<file path="config.mk">
export PLATFORM = sky130hd
export DESIGN_NAME = snake_input_ctrl
export DESIGN_NICKNAME = d
export VERILOG_FILES = /design/src/rtl/snake_pkg.sv /design/src/rtl/btn_debounce.sv /design/src/rtl/snake_input_ctrl.sv
export SDC_FILE = /design/constraint.sdc
export NUM_CORES = 1
export LEC_CHECK = 0
export CORE_MARGIN = 1.5
export CORE_UTILIZATION = 35
export CTS_BUF_LIST = sky130_fd_sc_hd__clkbuf_8
export DETAILED_ROUTE_END_ITERATION = 6
export GPL_ROUTABILITY_DRIVEN = 0
export GPL_TIMING_DRIVEN = 0
export SLEW_MARGIN = 20
export SYNTH_ARGS = -nofsm -noshare
export SYNTH_HDL_FRONTEND = slang
export SYNTH_HIERARCHICAL = 1
export SYNTH_SLANG_ARGS = --single-unit
</file>
<file path="constraint.sdc">
create_clock -name Clk -period 2.45 [get_ports Clk]
set_input_delay 0.735 -clock Clk [delete_from_list [all_inputs] [get_ports Clk]]
set_output_delay 0.735 -clock Clk [all_outputs]
set_load 0.03 [all_outputs]
</file>
<file path="src/rtl/snake_pkg.sv">
// Shared direction codes and helpers for the snake game input path.
package snake_pkg;

   localparam int unsigned DIR_W   = 2;
   localparam int unsigned NUM_DIR = 4;

   typedef enum logic [DIR_W-1:0] {
      DIR_RIGHT = 2'd0,
      DIR_UP    = 2'd1,
      DIR_LEFT  = 2'd2,
      DIR_DOWN  = 2'd3
   } dir_e;

   localparam logic [NUM_DIR-1:0] PUSH_IDLE = 4'b1111;

   function automatic dir_e dir_opposite(input dir_e d);
      return dir_e'(d ^ 2'b10);
   endfunction

   // Active-low one-hot button image of a direction code.
   function automatic logic [NUM_DIR-1:0] dir_push(input dir_e d);
      return ~(NUM_DIR'(4'b0001) << d);
   endfunction

endpackage

</file>
<file path="src/rtl/btn_debounce.sv">
// One button: 2-FF synchroniser, stable-count debouncer and registered
// press pulse on a debounced high-to-low transition.
module btn_debounce #(
   parameter int unsigned DEBOUNCE_CYCLES = 500000,
   parameter int unsigned CNT_W           = 20
) (
   input  logic Clk,
   input  logic Rst,
   input  logic btn,
   output logic level,
   output logic press
);

   localparam logic [CNT_W-1:0] CNT_LAST = CNT_W'(DEBOUNCE_CYCLES - 1);

   logic             sync_1;
   logic             sync_2;
   logic             level_d;
   logic [CNT_W-1:0] cnt;

   always_ff @(posedge Clk or negedge Rst) begin
      if (!Rst) begin
         sync_1  <= 1'b1;
         sync_2  <= 1'b1;
         level   <= 1'b1;
         level_d <= 1'b1;
         press   <= 1'b0;
         cnt     <= '0;
      end else begin
         sync_1  <= btn;
         sync_2  <= sync_1;
         level_d <= level;
         press   <= level_d & ~level;
         // Counter only runs while the synchronised input disagrees.
         if (sync_2 == level) begin
            cnt <= '0;
         end else if (cnt == CNT_LAST) begin
            level <= sync_2;
            cnt   <= '0;
         end else begin
            cnt <= cnt + CNT_W'(1);
         end
      end
   end

endmodule

</file>
<file path="src/rtl/snake_input_ctrl.sv">
// Snake game button front end: debounces the buttons, arbitrates direction
// presses with reversal rejection and toggles the pause latch.
module snake_input_ctrl
   import snake_pkg::*;
#(
   parameter int unsigned DEBOUNCE_CYCLES = 500000,
   parameter int unsigned CNT_W           = 20
) (
   input  logic             Clk,
   input  logic             Rst,
   input  logic [3:0]       i_Btn,
   input  logic             i_PauseBtn,
   output logic [3:0]       o_Push,
   output logic             o_Pause,
   output logic [DIR_W-1:0] o_Dir,
   output logic             o_DirValid,
   output logic             o_Reject
);

   logic [NUM_DIR-1:0] dir_level;
   logic [NUM_DIR-1:0] dir_press;
   logic               pause_level;
   logic               pause_press;

   for (genvar i = 0; i < NUM_DIR; i++) begin : g_dir
      btn_debounce #(
         .DEBOUNCE_CYCLES (DEBOUNCE_CYCLES),
         .CNT_W           (CNT_W)
      ) u_deb (
         .Clk   (Clk),
         .Rst   (Rst),
         .btn   (i_Btn[i]),
         .level (dir_level[i]),
         .press (dir_press[i])
      );
   end

   btn_debounce #(
      .DEBOUNCE_CYCLES (DEBOUNCE_CYCLES),
      .CNT_W           (CNT_W)
   ) u_pause_deb (
      .Clk   (Clk),
      .Rst   (Rst),
      .btn   (i_PauseBtn),
      .level (pause_level),
      .press (pause_press)
   );

   dir_e               dir_q;
   logic               armed_q;
   logic [NUM_DIR-1:0] dir_evt_c;
   logic               pause_evt_c;
   logic               dir_any_c;
   dir_e               win_c;
   logic               reject_c;

   // Qualify events with the held level; lowest index wins a tie.
   always_comb begin
      dir_evt_c   = dir_press & ~dir_level;
      pause_evt_c = pause_press & ~pause_level;
      dir_any_c   = |dir_evt_c;
      win_c       = DIR_RIGHT;
      for (int i = NUM_DIR - 1; i >= 0; i--) begin
         if (dir_evt_c[i]) win_c = dir_e'(DIR_W'(i));
      end
      // While unarmed dir_q is still right, so only left is refused.
      reject_c = (win_c == dir_opposite(dir_q)) || (armed_q && (win_c == dir_q));
   end

   always_ff @(posedge Clk or negedge Rst) begin
      if (!Rst) begin
         dir_q      <= DIR_RIGHT;
         armed_q    <= 1'b0;
         o_Push     <= PUSH_IDLE;
         o_Pause    <= 1'b0;
         o_DirValid <= 1'b0;
         o_Reject   <= 1'b0;
      end else begin
         o_DirValid <= 1'b0;
         o_Reject   <= 1'b0;
         if (dir_any_c) begin
            if (reject_c) begin
               o_Reject <= 1'b1;
            end else begin
               dir_q      <= win_c;
               o_Push     <= dir_push(win_c);
               armed_q    <= 1'b1;
               o_DirValid <= 1'b1;
            end
         end
         if (pause_evt_c) o_Pause <= ~o_Pause;
      end
   end

   assign o_Dir = dir_q;

endmodule

</file>
Word level (Yosys, flattened, before mapping) --
Cells that the tools add are included.
Operators by class: $add $sub $neg 5, equal/unequal tests 12, shifts and indexed selects 1, multiplexer cells 18, bitwise logic cells 22, reductions and logical operators 9
Operators by type and width (count):
- 20-bit 2-to-1 mux | 10
- 20-bit by 1-bit adder with 20-bit output, second input constant | 5
- 20-bit by 19-bit equality test with 1-bit output, second input constant | 5
- 1-bit NOT | 13
- 2-bit AND reduction | 6
- 2-bit 2-to-1 mux | 4
- 4-bit NOT | 2
- 1-bit bitwise AND | 6
- 1-bit equality test | 5
- 4-bit bitwise AND | 1
- 2-bit equality test | 2
- 1-bit 2-to-1 mux | 4
- 4-bit OR reduction | 1
- 1-bit by 2-bit << shifter with 4-bit output, first input constant | 1
- 1-bit logical AND | 1
- 1-bit logical OR | 1
Storage, ports and cells: bits in registers 135, word-level logic and storage cells 103

Longest topological paths before layout --
Gate-level depths: netlist (run 1).
word-level depth 11, gate-level depth with buffers 6

Cells and area by module --
Netlist (run 1), hierarchy kept.
By module, submodules not included:
- btn_debounce | instances 5, cells an instance 113, area each 1202.4 µm²
- snake_input_ctrl | instances 1, cells an instance 69, area each 655.6 µm²

Worst setup path after synthesis (run 1) --
OpenSTA, ideal clock, no wires.
kind register -> register, start register g_dir[0].u_deb.cnt[10], end register g_dir[0].u_deb.level, data arrival time 1805 ps, data required time 2368 ps, path slack 563 ps, stages on the path, launching flop included 5, clock period less this slack 1887 ps, cell sequence dfrtp_1 or4_1 or3_4 nor2_4 mux2_2
On the way: cells in the longest elaborated chain, start to end 2
RTL lines:
- from (decl) | RTL line btn_debounce.sv:19 | logic [CNT_W-1:0] cnt;
- from (signal assigned) | RTL line btn_debounce.sv:41 | cnt <= cnt + CNT_W'(1);
- 20-bit by 19-bit equality test with 1-bit output | RTL line btn_debounce.sv:37 | end else if (cnt == CNT_LAST) begin
- 2-bit AND reduction (no source line)
- to (signal assigned) | RTL line btn_debounce.sv:38 | level <= sync_2;
- to (decl) | RTL line btn_debounce.sv:10 | output logic level,
No other way between the ends. A chain may end at the register's enable or synchronous reset.

Final worst setup path (run 1) --
start register dir_q[1], in the netlist o_Dir[1], end output port o_Dir[1]
RTL lines:
- from (decl) | RTL line snake_input_ctrl.sv:49 | dir_e dir_q;
- from (signal assigned) | RTL line snake_input_ctrl.sv:85 | dir_q <= win_c;
- to (decl) | RTL line snake_input_ctrl.sv:15 | output logic [DIR_W-1:0] o_Dir,
No word-level cell between the ends.

==> impl_metrics.yaml, run 1 <==
outcome:
  run_status: "finished, final reports clean"
min_path:
  hold_class: "primary input to async pin"
worst_setup_path:
  cp.required_ps: 1710
  cp-end-kind: "output pin"
  rr_worst_depth: 5
  crit_fanout: 4
  r2r_slack_ps: 400
  critPathLaunchType: "flop"
  slowest_stage: "clkdlybuf4s50_1"
  r2r-start: "g_dir[3].u_deb/cnt[10]"
  max_stage_delay_ps: 710
  path_class: "flop to output pin"
  rr_endpoint: "g_dir[3].u_deb/cnt[16]"
  crit_family: "buffers and inverters"
  path_cells: "clkdlybuf4s50_1"
  critPathArrivalTime_ps: 1600
  crit_buf_inv: 1
synthesis:
  synth_fa_ha_area_frac: 0.00938
  syn-num-nets: 646
  ys_ff_latch: 135
  synthSimpleGateAreaFrac: 0.266
  syn_inst: 634
  synth_compound_area_frac: 0.0482
  synth-edff-count: 0
  yosys.area_share.xor_xnor: 0.113
  synth_top_family_by_area: "simple AND/OR/NAND/NOR gates"
  synth_top_area_frac: 0.417
  yosys-mux-area-fraction: 0.0257
  synth_top_cell_by_area: "dfrtp_1"
  ys_seq_area_frac: 0.511
  ys_dominant_reg_cell: "dfrtp_1"
  avgSynthCellArea_um2: 10.5
  yosysWarnings: 6
  ys_types: 45
  synth_area_leaders: "dfrtp_1, xnor2_1, dfstp_2, nor2_1, nor4_1"
  postSynth.asyncResetShare: 1.00
  synth_area_um2: 6670
timing:
  min_period_over_period: 0.954
  hold_viol_final: 0
  max_freq_ghz: 0.428
  worst_slack_ps: 114
  rsz0062_at_grt: "false"
  finalSetupViolCount: 0
  holdWs_ps: 232
  slew_headroom: 0.495
  slew_violations: 0
  period_minus_slack_ps: 2340
  fin_skew_ps: 9.29
  worst_pin_slew_ps: 751
die:
  start_util: 0.356
  design.core.area_um2: 18700
  rows: 50
  io_pins: 16
  die_w_um: 141
  chipHeight_um: 141
  dieArea_um2: 19900
routing:
  drt_iter0_drc: 245
  wl_per_cell_um: 13.9
  drc: 0
  ant_nets: 0
  vias_per_cell: 5.14
  drt-pass1-iter-count: 4
  vias: 4709
  wl_um: 12700
global_route:
  grt_max_degree: 73
  grt_pass1_wl_um: 22200
  antenna_found_initial: 0
  grt_overflow: 0
  grt_pass1_vias: 4772
  track_usage: 0.139
cts:
  cts_tree: "done"
  ctsHoldBuffers: 0
  cts_sinks: 135
  htree_levels: 4
  numCtsBuffers: 17
  path_clk_slew_ps: 80
  clock_latency_ps: 440
  clk_path_buf_depth: 2
  clock-root-buffer: "clkbuf_8"
power:
  p_leak_uw: 0.00302
  peakVddDrop_v: 0.000325
  powerDensity_nw_per_um2: 572
placed_design:
  portBuffers: 15
  place_worst_setup_slack_ps: 410
  dp_hpwl_um: 8800
layout:
  diodes: 0
  syn2layout_area_growth_pct: 13.3
  drive_above_1_share: 0.147
  nets: 681
flow_run:
  maxCapViolCount: 0
-- layout make-up --
type	count	area (µm²)
Fill cell	1765	11200
Sequential cell	135	3410
Multi-Input combinational cell	465	3080
Tap cell	234	293
Clock buffer	18	248
Timing Repair Buffer	16	185
Clock inverter	14	159
Buffer	13	101
Inverter	21	78.8
-- cell usage after synthesis (3+ instances only) --
| master | count |
|---|---|
| nor2b_1 | 7 |
| or3_4 | 5 |
| nand4_2 | 5 |
| and4_1 | 5 |
| dfrtp_1 | 111 |
| nor4_4 | 5 |
| mux2_2 | 5 |
| clkbuf_1 | 6 |
| or4bb_1 | 5 |
| nand4_1 | 28 |
| buf_6 | 7 |
| o221ai_1 | 3 |
| xnor2_1 | 76 |
| nand2b_1 | 5 |
| nor2_4 | 5 |
| mux2i_1 | 10 |
| inv_1 | 21 |
| nand2_1 | 21 |
| nand3_1 | 35 |
| nor2_1 | 123 |
| and3_1 | 5 |
| nor3_1 | 20 |
| a21oi_1 | 13 |
| o21ai_4 | 5 |
| ha_1 | 5 |
| or4_1 | 5 |
| dfstp_2 | 24 |
| xor2_1 | 10 |
| o21ai_0 | 10 |
| nor4_1 | 30 |
-- where the power goes --
part	switching (µW)	leakage, µW	internal [µW]
clock network	864	0.000205	1020
registers	27.4	0.00179	2260
logic	91.7	0.00103	48.7
-- routing by layer --
layer  vias up  part of all wire  track usage  wire length, µm
met1      2326              0.45        0.165             5680
met5         -                 0            0                0
met4         0             0.030       0.0735              388
li1       2284                 -            -                -
met2        72              0.49        0.230             6260
met3        27             0.031       0.0367              396
-- logic make-up (layout without fill, tap and decap cells) --
| group | Yosys count | in the layout |
|---|---|---|
| multiplexers | 16 | 16 |
| adder cells (fa/ha/maj) | 5 | 5 |
| flip-flops | 135 | 135 |
| buffers and inverters | 34 | 82 |
| AO/OA/AOI/OAI | 42 | 42 |
| AND/OR/NAND/NOR | 316 | 316 |
| XOR/XNOR | 86 | 86 |
-- layout by cell type, fill, tap and decap left out, drive strengths merged, types with 5 or more instances in the layout --
cell,Yosys,routed
nor4,35,35
a21oi,14,14
dfstp,24,24
clkdlybuf4s50,0,10
nor2,128,128
clkinv,0,7
ha,5,5
or3,5,5
xor2,10,10
mux2,6,6
mux2i,10,10
or4bb,5,5
inv,21,22
nand3,35,35
buf,7,9
o21ai,15,15
and4,5,5
nand2,21,21
nand2b,5,5
xnor2,76,76
or4,5,5
and3,5,5
nand4,33,33
clkbuf,6,24
nor3,20,20
nor2b,8,8
dfrtp,111,111
-- metrics by stage --
stage / area [µm²] / util / setup TNS, ps / total power (µW) / instances
global route: 7550 / 0.404 / 0 / 4530 / 916
detailed placement: 7140 / 0.382 / 0 / 2480 / 884
CTS: 7550 / 0.403 / 0 / 4400 / 916
global placement: 7110 / 0.380 / -574420 / 2470 / 883
finish: 7550 / 0.404 / 0 / 4320 / 916
floorplan: 6670 / - / 0 / 2400 / 634
-- worst max path at each step --
stage,startpoint,to,cells past startpoint
2_1_floorplan,g_dir[0].u_deb/cnt[10],g_dir[0].u_deb/level,4
3_3_place_gp,Rst,u_pause_deb/cnt[0],1
3_5_place_dp,o_Push[3],o_Push[3],1
4_1_cts,o_Push[1],o_Push[1],1
5_1_grt,o_Dir[1],o_Dir[1],1
6_report,o_Dir[1],o_Dir[1],1
-- state kept, by name (all words and copies together), names as in the netlist, 2 cells and up --
signal,flops
g_dir.u_deb/cnt,80
g_dir.u_deb/level,4
g_dir.u_deb/level_d,4
g_dir.u_deb/press,4
g_dir.u_deb/sync_1,4
g_dir.u_deb/sync_2,4
o_Dir,2
o_Push,4
u_pause_deb/cnt,20
-- what timing repair did --
action | 4_1_cts | 5_1_grt
pin swaps | 0 | 0
setup endpoints to repair | 2 | 2
setup buffers | 0 | 0
resized for setup | 2 | 2
Note: power is estimated with default switching activity, not from simulation.
==> inputs of run 2 (changes only) <==
- CAP_MARGIN: not set -> 25
- MAX_ROUTING_LAYER: not set -> met4
==> impl_metrics.yaml, run 2 (same netlist as run 1, synthesis figures left out) <==
outcome:
  run_status: "finished, final reports clean"
layout:
  final.fill_count: 1765
  final_area_um2: 7550
  top_regs: "g_dir.u_deb/cnt: 80 flops, u_pause_deb/cnt: 20 flops"
  final_cell_mix: "nor2_1, dfrtp_1, xnor2_1, nand3_1, nor4_1"
  largest_reg_flops: 80
  nets: 681
  diodes: 0
  drive_above_1_share: 0.147
  syn2layout_area_growth_pct: 13.3
  regMostFlops: "g_dir.u_deb/cnt"
  stdcell_count: 916
  final_common_cell: "nor2_1"
die:
  rows: 50
  io_pins: 16
  start_util: 0.356
  design.core.area_um2: 18700
  die_w_um: 141
  dieArea_um2: 19900
  chipHeight_um: 141
timing:
  min_period_over_period: 0.961
  hold_viol_final: 0
  slew_violations: 0
  worst_pin_slew_ps: 745
  slew_headroom: 0.499
  rsz0062_at_grt: "false"
  max_freq_ghz: 0.425
  fin_skew_ps: 8.76
  period_minus_slack_ps: 2360
  finalSetupViolCount: 0
worst_setup_path:
  path_cells: "clkdlybuf4s50_1"
  crit_family: "buffers and inverters"
  crit_fanout: 4
  critPathLaunchType: "flop"
  slowest_stage: "clkdlybuf4s50_1"
  max_stage_delay_ps: 720
  crit_buf_inv: 1
  cp.required_ps: 1710
  critPathArrivalTime_ps: 1620
  cp-end-kind: "output pin"
  path_class: "flop to output pin"
global_route:
  grt_pass1_vias: 4776
  grt_max_degree: 73
  grt_overflow: 0
  track_usage: 0.143
  grt_pass1_wl_um: 22200
  antenna_found_initial: 0
cts:
  cts_sinks: 135
  cts_tree: "done"
  htree_levels: 4
  post_cts_buffers: 0
  numCtsBuffers: 17
  clock-root-buffer: "clkbuf_8"
  clock_latency_ps: 450
  clk_path_buf_depth: 2
  ctsHoldBuffers: 0
  path_clk_slew_ps: 80
routing:
  vias_per_cell: 5.16
  wl_per_cell_um: 13.9
  drt-pass1-iter-count: 4
  wl_um: 12700
  drc: 0
  ant_nets: 0
  vias: 4727
  drt_iter0_drc: 250
placed_design:
  placed_cell_area_um2: 7140
  dp_hpwl_um: 8800
  portBuffers: 15
  dp.cells: 884
min_path:
  hold_class: "primary input to async pin"
power:
  p_leak_uw: 0.00302
  powerDensity_nw_per_um2: 572
  peakVddDrop_v: 0.000333
flow_run:
  maxCapViolCount: 0
[run 2: cell counts in the layout (fill, tap and decap cells not counted)]
Identical to the previous run, type by type.
[run 2: report_power, final]
group	total, µW	internal [µW]	switching [µW]
combinational	140	48.7	91.7
sequential	2290	2260	27.5
clock	1890	1020	870
total	4320	3330	989
[run 2: worst paths after layout]
kind	from	endpoint	slack, ps	cells past startpoint
max in group asynchronous	Rst	u_pause_deb/level_d	1450	2
worst max-delay path	o_Dir[1]	o_Dir[1]	90	1
min in group Clk	g_dir[0].u_deb/sync_1	g_dir[0].u_deb/sync_2	350	0
worst min-delay path	Rst	g_dir[3].u_deb/cnt[0]	220	1
worst max register to register	g_dir[1].u_deb/cnt[10]	g_dir[1].u_deb/cnt[16]	410	5
worst min register to register	g_dir[0].u_deb/sync_1	g_dir[0].u_deb/sync_2	350	0
[run 2: metrics by stage]
stage	hold WS (ps)	util	total power [µW]	worst slack (ps)	setup TNS [ps]
after floorplan	345	-	2400	563	0
after global placement	346	0.380	2470	-4560	-574420
after detailed placement	347	0.382	2480	410	0
after CTS	225	0.403	4400	6.48	0
after global routing	237	0.404	4530	18.2	0
final	225	0.404	4320	94.4	0
[run 2: layout make-up]
class                   instances  area, µm²  share of cell area
flip-flops and latches        135       3410               0.451
multi-input cells             465       3080               0.408
well taps                     234        293              0.0388
clock buffers                  18        248              0.0328
repair buffers                 16        185              0.0245
clock inverters                14        159              0.0210
plain buffers                  13        101              0.0134
inverters                      21       78.8              0.0104
[run 2: per-layer routing]
metal / track usage / wire (µm)
met1: 0.165 / 5650
met2: 0.230 / 6230
met3: 0.0357 / 420
met4: 0.0768 / 423
met5: - / 0
[run 2: repair_timing]
action / in CTS / in global routing
endpoints found under the setup margin: 2 / 2
gates resized for setup: 2 / 2
pin swaps: 0 / 0
